[src/rtl/stone_pkg.sv]
// Shared constants for the Stone-Age tally counter controller: debouncer
// state encodings and active-low seven-segment patterns ({dp,g..a}).
package stone_pkg;

   localparam logic [1:0] IDLE         = 2'd0;
   localparam logic [1:0] PRESS_WAIT   = 2'd1;
   localparam logic [1:0] HELD         = 2'd2;
   localparam logic [1:0] RELEASE_WAIT = 2'd3;

   localparam logic [7:0] SEG_BLANK = 8'hFF;

   localparam logic [7:0] SEG_DIGIT [0:9] = '{
      8'hC0, 8'hF9, 8'hA4, 8'hB0, 8'h99,
      8'h92, 8'h82, 8'hF8, 8'h80, 8'h90
   };

endpackage

[src/rtl/stone_cntr_ctrl_btn_debounce.sv]
// Button conditioner: 2-flop synchroniser, debounce FSM with a hold counter,
// and a one-cycle press pulse per accepted press. FSM state is in 'state'.
module btn_debounce
   import stone_pkg::*;
#(
   parameter int DB_CYCLES = 1000000
) (
   input  logic clk,
   input  logic rst,
   input  logic btn,
   output logic press
);

   localparam int CW = (DB_CYCLES > 1) ? $clog2(DB_CYCLES) : 1;
   // The cycle that leaves IDLE/HELD already counts as the first stable sample.
   localparam logic [CW-1:0] HOLD_LOAD = CW'(DB_CYCLES - 1);

   logic [1:0]    sync;
   logic [1:0]    state;
   logic [CW-1:0] hold;
   logic          level;

   assign level = sync[1];

   always_ff @(posedge clk) begin
      if (rst) begin
         sync  <= 2'b00;
         state <= IDLE;
         hold  <= '0;
         press <= 1'b0;
      end else begin
         sync  <= {sync[0], btn};
         press <= 1'b0;
         case (state)
            IDLE: begin
               if (level) begin
                  hold  <= HOLD_LOAD;
                  state <= PRESS_WAIT;
               end
            end
            PRESS_WAIT: begin
               if (!level) begin
                  state <= IDLE;
               end else if (hold <= CW'(1)) begin
                  state <= HELD;
                  press <= 1'b1;
               end else begin
                  hold <= hold - CW'(1);
               end
            end
            HELD: begin
               if (!level) begin
                  hold  <= HOLD_LOAD;
                  state <= RELEASE_WAIT;
               end
            end
            RELEASE_WAIT: begin
               if (level) begin
                  state <= HELD;
               end else if (hold <= CW'(1)) begin
                  state <= IDLE;
               end else begin
                  hold <= hold - CW'(1);
               end
            end
            default: state <= IDLE;
         endcase
      end
   end

endmodule

[src/rtl/stone_cntr_ctrl.sv]
// Tally counter controller: debounced inc/clr buttons drive a saturating
// 4-bit count, LED tally and (with SSEG_SCAN_EN) a 2-digit multiplexed display.
module stone_cntr_ctrl
   import stone_pkg::*;
#(
   parameter int DB_CYCLES = 1000000,
   parameter int SCAN_BITS = 17,
   parameter int MAX_CNT   = 15
) (
   input  logic        CLK,
   input  logic        RST,
   input  logic        BTN_INC,
   input  logic        BTN_CLR,
   output logic [3:0]  count,
   output logic [14:0] led,
   output logic        full,
   output logic [3:0]  an,
   output logic [7:0]  seg
);

   localparam logic [3:0] MAX4 = 4'(MAX_CNT);

   logic        inc_pulse;
   logic        clr_pulse;
   logic [3:0]  next_count;
   logic [14:0] next_led;

   btn_debounce #(.DB_CYCLES(DB_CYCLES)) u_inc (
      .clk   (CLK),
      .rst   (RST),
      .btn   (BTN_INC),
      .press (inc_pulse)
   );

   btn_debounce #(.DB_CYCLES(DB_CYCLES)) u_clr (
      .clk   (CLK),
      .rst   (RST),
      .btn   (BTN_CLR),
      .press (clr_pulse)
   );

   // Clear has priority over increment; increment saturates at MAX_CNT.
   always_comb begin
      next_count = count;
      if (clr_pulse) begin
         next_count = 4'd0;
      end else if (inc_pulse && (count < MAX4)) begin
         next_count = count + 4'd1;
      end
      next_led = '0;
      for (int i = 0; i < 15; i++) begin
         next_led[i] = (4'(i) < next_count);
      end
   end

   always_ff @(posedge CLK) begin
      if (RST) begin
         count <= 4'd0;
         led   <= '0;
         full  <= 1'b0;
      end else begin
         count <= next_count;
         led   <= next_led;
         full  <= (next_count == MAX4);
      end
   end

`ifdef SSEG_SCAN_EN
   logic [SCAN_BITS-1:0] scan;
   logic                 tens;
   logic [3:0]           ones;
   logic [3:0]           an_next;
   logic [7:0]           seg_next;

   always_comb begin
      tens = (count >= 4'd10);
      ones = tens ? (count - 4'd10) : count;
      if (scan[SCAN_BITS-1]) begin
         an_next  = 4'b1101;
         seg_next = tens ? SEG_DIGIT[1] : SEG_BLANK;
      end else begin
         an_next  = 4'b1110;
         seg_next = SEG_DIGIT[ones];
      end
   end

   // an and seg share one register stage so a digit never shows the other's pattern.
   always_ff @(posedge CLK) begin
      if (RST) begin
         scan <= '0;
         an   <= 4'b1111;
         seg  <= SEG_BLANK;
      end else begin
         scan <= scan + 1'b1;
         an   <= an_next;
         seg  <= seg_next;
      end
   end
`else
   // SCAN_BITS has no effect without the scanner; it is only referenced here.
   localparam logic [7:0] SEG_OFF = (SCAN_BITS > 0) ? SEG_BLANK : SEG_BLANK;

   assign an  = 4'b1111;
   assign seg = SEG_OFF;
`endif

endmodule
[config.mk]
export PLATFORM = sky130hd
export DESIGN_NAME = stone_cntr_ctrl
export DESIGN_NICKNAME = d
export VERILOG_FILES = /design/src/rtl/stone_pkg.sv /design/src/rtl/stone_cntr_ctrl_btn_debounce.sv /design/src/rtl/stone_cntr_ctrl.sv
export SDC_FILE = /design/constraint.sdc
export NUM_CORES = 1
export LEC_CHECK = 0
export ABC_CLOCK_PERIOD_IN_PS = 3750
export CAP_MARGIN = 25
export CORE_ASPECT_RATIO = 1.25
export CORE_MARGIN = 3
export CORE_UTILIZATION = 35
export DETAILED_ROUTE_END_ITERATION = 12
export MAX_ROUTING_LAYER = met4
export PLACE_DENSITY = 0.65
export RECOVER_POWER = 50
export SLEW_MARGIN = 25
export SYNTH_ARGS = -nofsm -noshare
export SYNTH_HDL_FRONTEND = slang
export SYNTH_HIERARCHICAL = 1
export SYNTH_SLANG_ARGS = --single-unit
[constraint.sdc]
create_clock -name CLK -period 3.75 [get_ports CLK]
set_clock_uncertainty 0.2 [all_clocks]
set_input_delay 0.375 -clock CLK [delete_from_list [all_inputs] [get_ports CLK]]
set_output_delay 0.375 -clock CLK [all_outputs]
set_load 0.02 [all_outputs]
; Yosys cells after proc, flatten, opt, wreduce, memory -nomap -nowiden
; Index checks and enable logic that the tools add are counted.
; Widths: inputs -> output; s select.
[word_totals]
regBits = 70
latchBits = 0
mem_bits_rw = 0
mem_bits_ro = 0
output_inout_bits = 32
wordCells = 94
mem_count = 0
[classes]
addsub = 3
n_mul = 0
div_mod_pow = 0
magnitude_cmp = 18
eq_ne = 19
shift = 0
muxes = 30
bitwise_logic = 4
reduce_logical = 9
[ops]
columns = operator, n
row1 = $mux 20, 10
row2 = $pmux 20 s4, 2
row3 = $le 20x1->1 const B, 2
row4 = $sub 20x1->20 const B, 2
row5 = $lt 4x4->1 const A, 7
row6 = $mux 2, 12
row7 = $lt 3x4->1 const A, 4
row8 = $pmux 2 s4, 2
row9 = $reduce_and 4->1, 4
row10 = $eq 2x2->1 const B, 4
row11 = $lt 1x4->1 const A, 2
row12 = $lt 2x4->1 const A, 2
row13 = $mux 4, 2
row14 = $ne 2x1->1 const B, 4
row15 = $ne 2x2->1 const B, 4
row16 = $ne 3x1->1 const B, 2
row17 = $ne 3x3->1 const B, 2
row18 = $reduce_or 3->1, 2
row19 = $add 4x1->4 const B, 1
row20 = $eq 2x1->1 const B, 2
row21 = $eq 4x4->1 const B, 1
row22 = $logic_not 2->1, 2
row23 = $lt 4x4->1 const B, 1
row24 = $not 1->1, 4
row25 = other kinds (2), 3

; Depth between registers and ports, before layout
[logic_depth]
ltp_word = 5
ltp_mapped = 7

; Modules after synthesis
; The synthesis kept the hierarchy.
[by_module_without_submodules]
columns = module, instances, cells_per_inst, area_per_inst_um2, seq_area_each_um2
row1 = btn_debounce, 2, 139, 1202.4, 500.5
row2 = stone_cntr_ctrl, 1, 81, 765.7, 380.4

; Least setup slack after synthesis
; No wires, ideal clock.
[synth_path]
path_type = reg-to-reg
startpoint = register u_clr.hold[4]
endpoint = register u_clr.hold[17]
setup_time_ns = 0.074
t_arrival_ns = 2.349
required_ns = 3.476
slack_ns = 1.127
stages_incl_launch_ff = 7
cell_sequence = dfxtp_1 > or4_1 > buf_2 > or4b_4 > or3_1 > or4_1 > a31oi_1
[synth_via]
elab_chain_len = 4
word_cells_on_any_way = 6
classes_between = add/sub (1) / order compare (1) / mux (4)
[synth_lines]
columns = item, line_no
row1 = from (decl), stone_cntr_ctrl_btn_debounce.sv:20  ; logic [CW-1:0] hold;
row2 = from (signal assigned), stone_cntr_ctrl_btn_debounce.sv:48  ; hold <= hold - CW'(1);
row3 = from (signal assigned), stone_cntr_ctrl_btn_debounce.sv:63  ; hold <= hold - CW'(1);
row4 = $sub 20x1->20 / $le 20x1->1 (equally long branches), --
row5 = $mux 20 (*), "stone_cntr_ctrl_btn_debounce.sv:44, stone_cntr_ctrl_btn_debounce.sv:60"
row6 = "$mux 20, on equally long branches", "stone_cntr_ctrl_btn_debounce.sv:58, stone_cntr_ctrl_btn_debounce.sv:42"
row7 = $pmux 20 s4 (*), stone_cntr_ctrl_btn_debounce.sv:34  ; case (state)
; Every way passes the cells marked *; elsewhere a longest branch is shown, timed or not. The select of a mux whose other input is x is not followed.
; A chain may end at the register's enable or synchronous reset.

; Final worst setup path
[layout_path]
startpoint = register u_inc.hold[4]
endpoint = register u_inc.hold[17]
[layout_via]
elab_chain_len = 4
word_cells_on_any_way = 6
classes_between = add/sub (1) / order compare (1) / mux (4)
[layout_lines]
columns = item, line_no
row1 = from (decl), stone_cntr_ctrl_btn_debounce.sv:20
row2 = from (signal assigned), stone_cntr_ctrl_btn_debounce.sv:48
row3 = from (signal assigned), stone_cntr_ctrl_btn_debounce.sv:63
row4 = $sub 20x1->20 / $le 20x1->1 (equally long branches), --
row5 = $mux 20 (*), "stone_cntr_ctrl_btn_debounce.sv:44, stone_cntr_ctrl_btn_debounce.sv:60"
row6 = "$mux 20, on equally long branches", "stone_cntr_ctrl_btn_debounce.sv:58, stone_cntr_ctrl_btn_debounce.sv:42"
row7 = $pmux 20 s4 (*), stone_cntr_ctrl_btn_debounce.sv:34
; Marks and branches as above.

==> out/metrics.yaml <==
synth:
  synth_area_leaders: "dfxtp_1 (44%), a21oi_1 (5.7%), or4_1 (5.2%)"
  synth_top_cell_by_area: "dfxtp_1"
  ys_seq_area_share_pct: 43.6
  synth_flop_cell: "dfxtp_1"
  synth_compound_area_share_pct: 21.6
  synth_top_family_by_area: "simple AND/OR/NAND/NOR gates"
  synth_cell_type_count: 44
  async_reset_ff_share_pct: 0
  yosysWarnings: 6
  synth-simple-area-share_pct: 23.0
  synth_cells: 359
  yosys.area_share.xor_xnor_pct: 2.49
  syn_avg_cell_area_um2: 8.83
  netlist.area_leader.share_pct: 43.6
  synth.area.mux_share_pct: 0.631
  yosys_register_bits: 69
  synth_enable_flop_cells: 0
  synth_fa_ha_area_share_pct: 1.97
  syn-cell-area_um2: 3170
routing:
  drt_iter0_drc: 114
  drc: 0
  wire_per_inst_um: 12.6
  vias_per_cell: 5.32
  drt-pass1-iter-count: 4
  vias: 2694
  wl_um: 6360
  antenna_left: 0
flow_run:
  maxCapViolations: 0
worst_setup_path:
  crit_required_ns: 3.80
  worstSetupPathType: "reg -> reg"
  endpoint_kind: "flip-flop"
  crit_path_start_kind: "flip-flop"
  crit_fanout: 9
  cpPeakStageDelay_ns: 0.68
  r2r_slack_ns: 0.94
  worstPathArrival_ns: 2.86
  path_cells: "or4_1, or4b_4, or3_1, or4_1, a31oi_1"
  cpMostUsedCell: "or4_1"
  cp_slowest_cell: "or4_1"
floorplan:
  die_area_um2: 10200
  die_h_um: 112
  rows: 38
  start_util_pct: 36.2
  die_w_um: 91.1
  core_um2: 8750
  ioPinCount: 36
cts:
  cts_tree: "done"
  cts_resized: 0
  hold_buffers: 0
  clk_latency_ns: 0.35
  cts_setup_buffers: 0
  numClockSinks: 69
  clockBufferDepth: 2
  clockRootBuffer: "clkbuf_8"
  htree_levels: 3
  numCtsBuffers: 9
  cts.clk_slew.worst_paths_ns: 0.08
grt:
  grt_pass1_vias: 2483
  grt_pass1_wl_um: 11300
  grt_start_max_net_pins: 35
  grtUsageTotal_pct: 13.5
  overflow: 0
  antenna_found_initial: 0
finish:
  layout.nets: 390
  finalNonFillerCells: 506
  area_delta_synth_final_pct: 15.8
  multi_input_area_um2: 1600
  diodes: 0
  nFillCells: 914
  regArea_um2: 1380
  drive_gt1_share_pct: 8.55
placement:
  globalplace.congestion: 0.778
  place_ws_ns: 0.983
  io_buffer_count: 23
  dp.cells: 490
  hpwl_um: 4490
power_and_ir_drop:
  ir_worst_vdd_v: 0.000255
  pwr_density_cell_nw_per_um2: 476
  p_leak_uw: 0.00141
status:
  status: "finished, final reports clean"
timing:
  max_freq_mhz: 356
  slew_viol_final: 0
  fin_crit_sh_pct: 74.9
  tightest_slew_ns: 1.47
  finalSetupViolCount: 0
  fin_ws_ns: 0.942
  grt_setup_unrepaired: "false"
  hold_violations: 0
  fin_crit_ns: 2.81
  hold_ws_ns: 0.238
  slew_headroom_pct: 2.22
  tns_ns: 0
min_path:
  hold_path.class: "reg -> reg"
-- registers in the layout, indices dropped and copies added, names as in the netlist, named ones only --
| register | count |
|---|---|
| u_inc/state | 1 |
| u_clr/state | 1 |
| count | 3 |
| full | 1 |
| u_inc/hold | 20 |
| led | 15 |
| u_clr/hold | 20 |
| u_inc/sync | 2 |
| u_clr/sync | 2 |
| u_inc/press | 1 |
| u_clr/press | 1 |
-- final timing paths --
path	startpoint	end	cells after the start
worst min register to register	u_inc/sync[0]	u_inc/sync[1]	1
worst max register to register	u_inc/hold[4]	u_inc/hold[17]	5
worst max-delay path	u_inc/hold[4]	u_inc/hold[17]	5
worst min-delay path	u_inc/sync[0]	u_inc/sync[1]	1
-- synth_stat cells, types with 3 or more instances --
master,number
buf_2,6
o41ai_1,6
and3_1,4
or4_1,22
o31ai_1,12
a21oi_1,36
nand2b_1,6
xnor2_1,5
nor4_1,6
inv_1,13
o21ai_1,3
a31oi_1,16
nor3_1,4
nand2_1,17
ha_1,5
or3_1,16
buf_4,13
nor2_1,26
clkbuf_1,9
xor2_1,4
nor2b_1,4
or2_2,4
o21ai_0,19
dfxtp_1,69
or2_1,3
-- power by group --
part           total (uW)  internal [uW]  switching, uW
sequential            803            766           37.1
clock                 685            384            301
combinational         258            103            156
-- area by class of cell --
class | instances | area share, %
well taps | 120 | 4.09
multi-input cells | 260 | 43.6
repair buffers | 28 | 7.19
clock inverters | 7 | 2.79
clock buffers | 9 | 3.37
flip-flops and latches | 69 | 37.6
inverters | 13 | 1.33
-- logic make-up (layout without fill, tap and decap cells) --
logic type	count (synthesis)	in the layout
XOR/XNOR	9	9
flip-flops	69	69
AO/OA/AOI/OAI	107	107
AND/OR/NAND/NOR	125	125
multiplexers	2	2
buffers and inverters	41	57
adder cells (fa/ha/maj)	5	5
other	1	12
-- worst max-delay path, delay by kind of cell, from the launching register on --
kind | cells | cell delay, ns
compound gates | 1 | 0.16
flops | 1 | 0.37
simple gates | 4 | 1.99
-- cell usage in the layout, fill, tap and decap left out, types with 5 or more instances in the layout --
cell	n
a21oi_1	36
a31oi_1	16
o31ai_1	12
nor4_1	6
clkbuf_8	9
conb_1	12
or2_2	5
dfxtp_1	69
or4_1	22
dlygate4sd3_1	21
nor2_1	26
nand2b_1	6
nand2_1	17
inv_1	13
o21ai_0	20
or3_1	16
xnor2_1	5
o41ai_1	6
ha_1	5
-- routing by layer --
layer	vias up	part of all wire, %	track usage (%)
li1	1369	-	-
met1	1259	45	16.2
met2	58	48	21.7
met3	8	5.2	3.42
met4	0	1.4	5.43
met5	-	0	-
-- stage by stage --
stage | cell area [um2] | total power [uW] | utilization (%)
floorplan | 3210 | 1030 | -
global placement | 3470 | 1070 | 39.6
detailed placement | 3470 | 1080 | 39.6
CTS | 3690 | 1770 | 42.2
global route | 3670 | 1840 | 42.0
finish | 3670 | 1750 | 42.0
(Power assumes the default switching activity.)
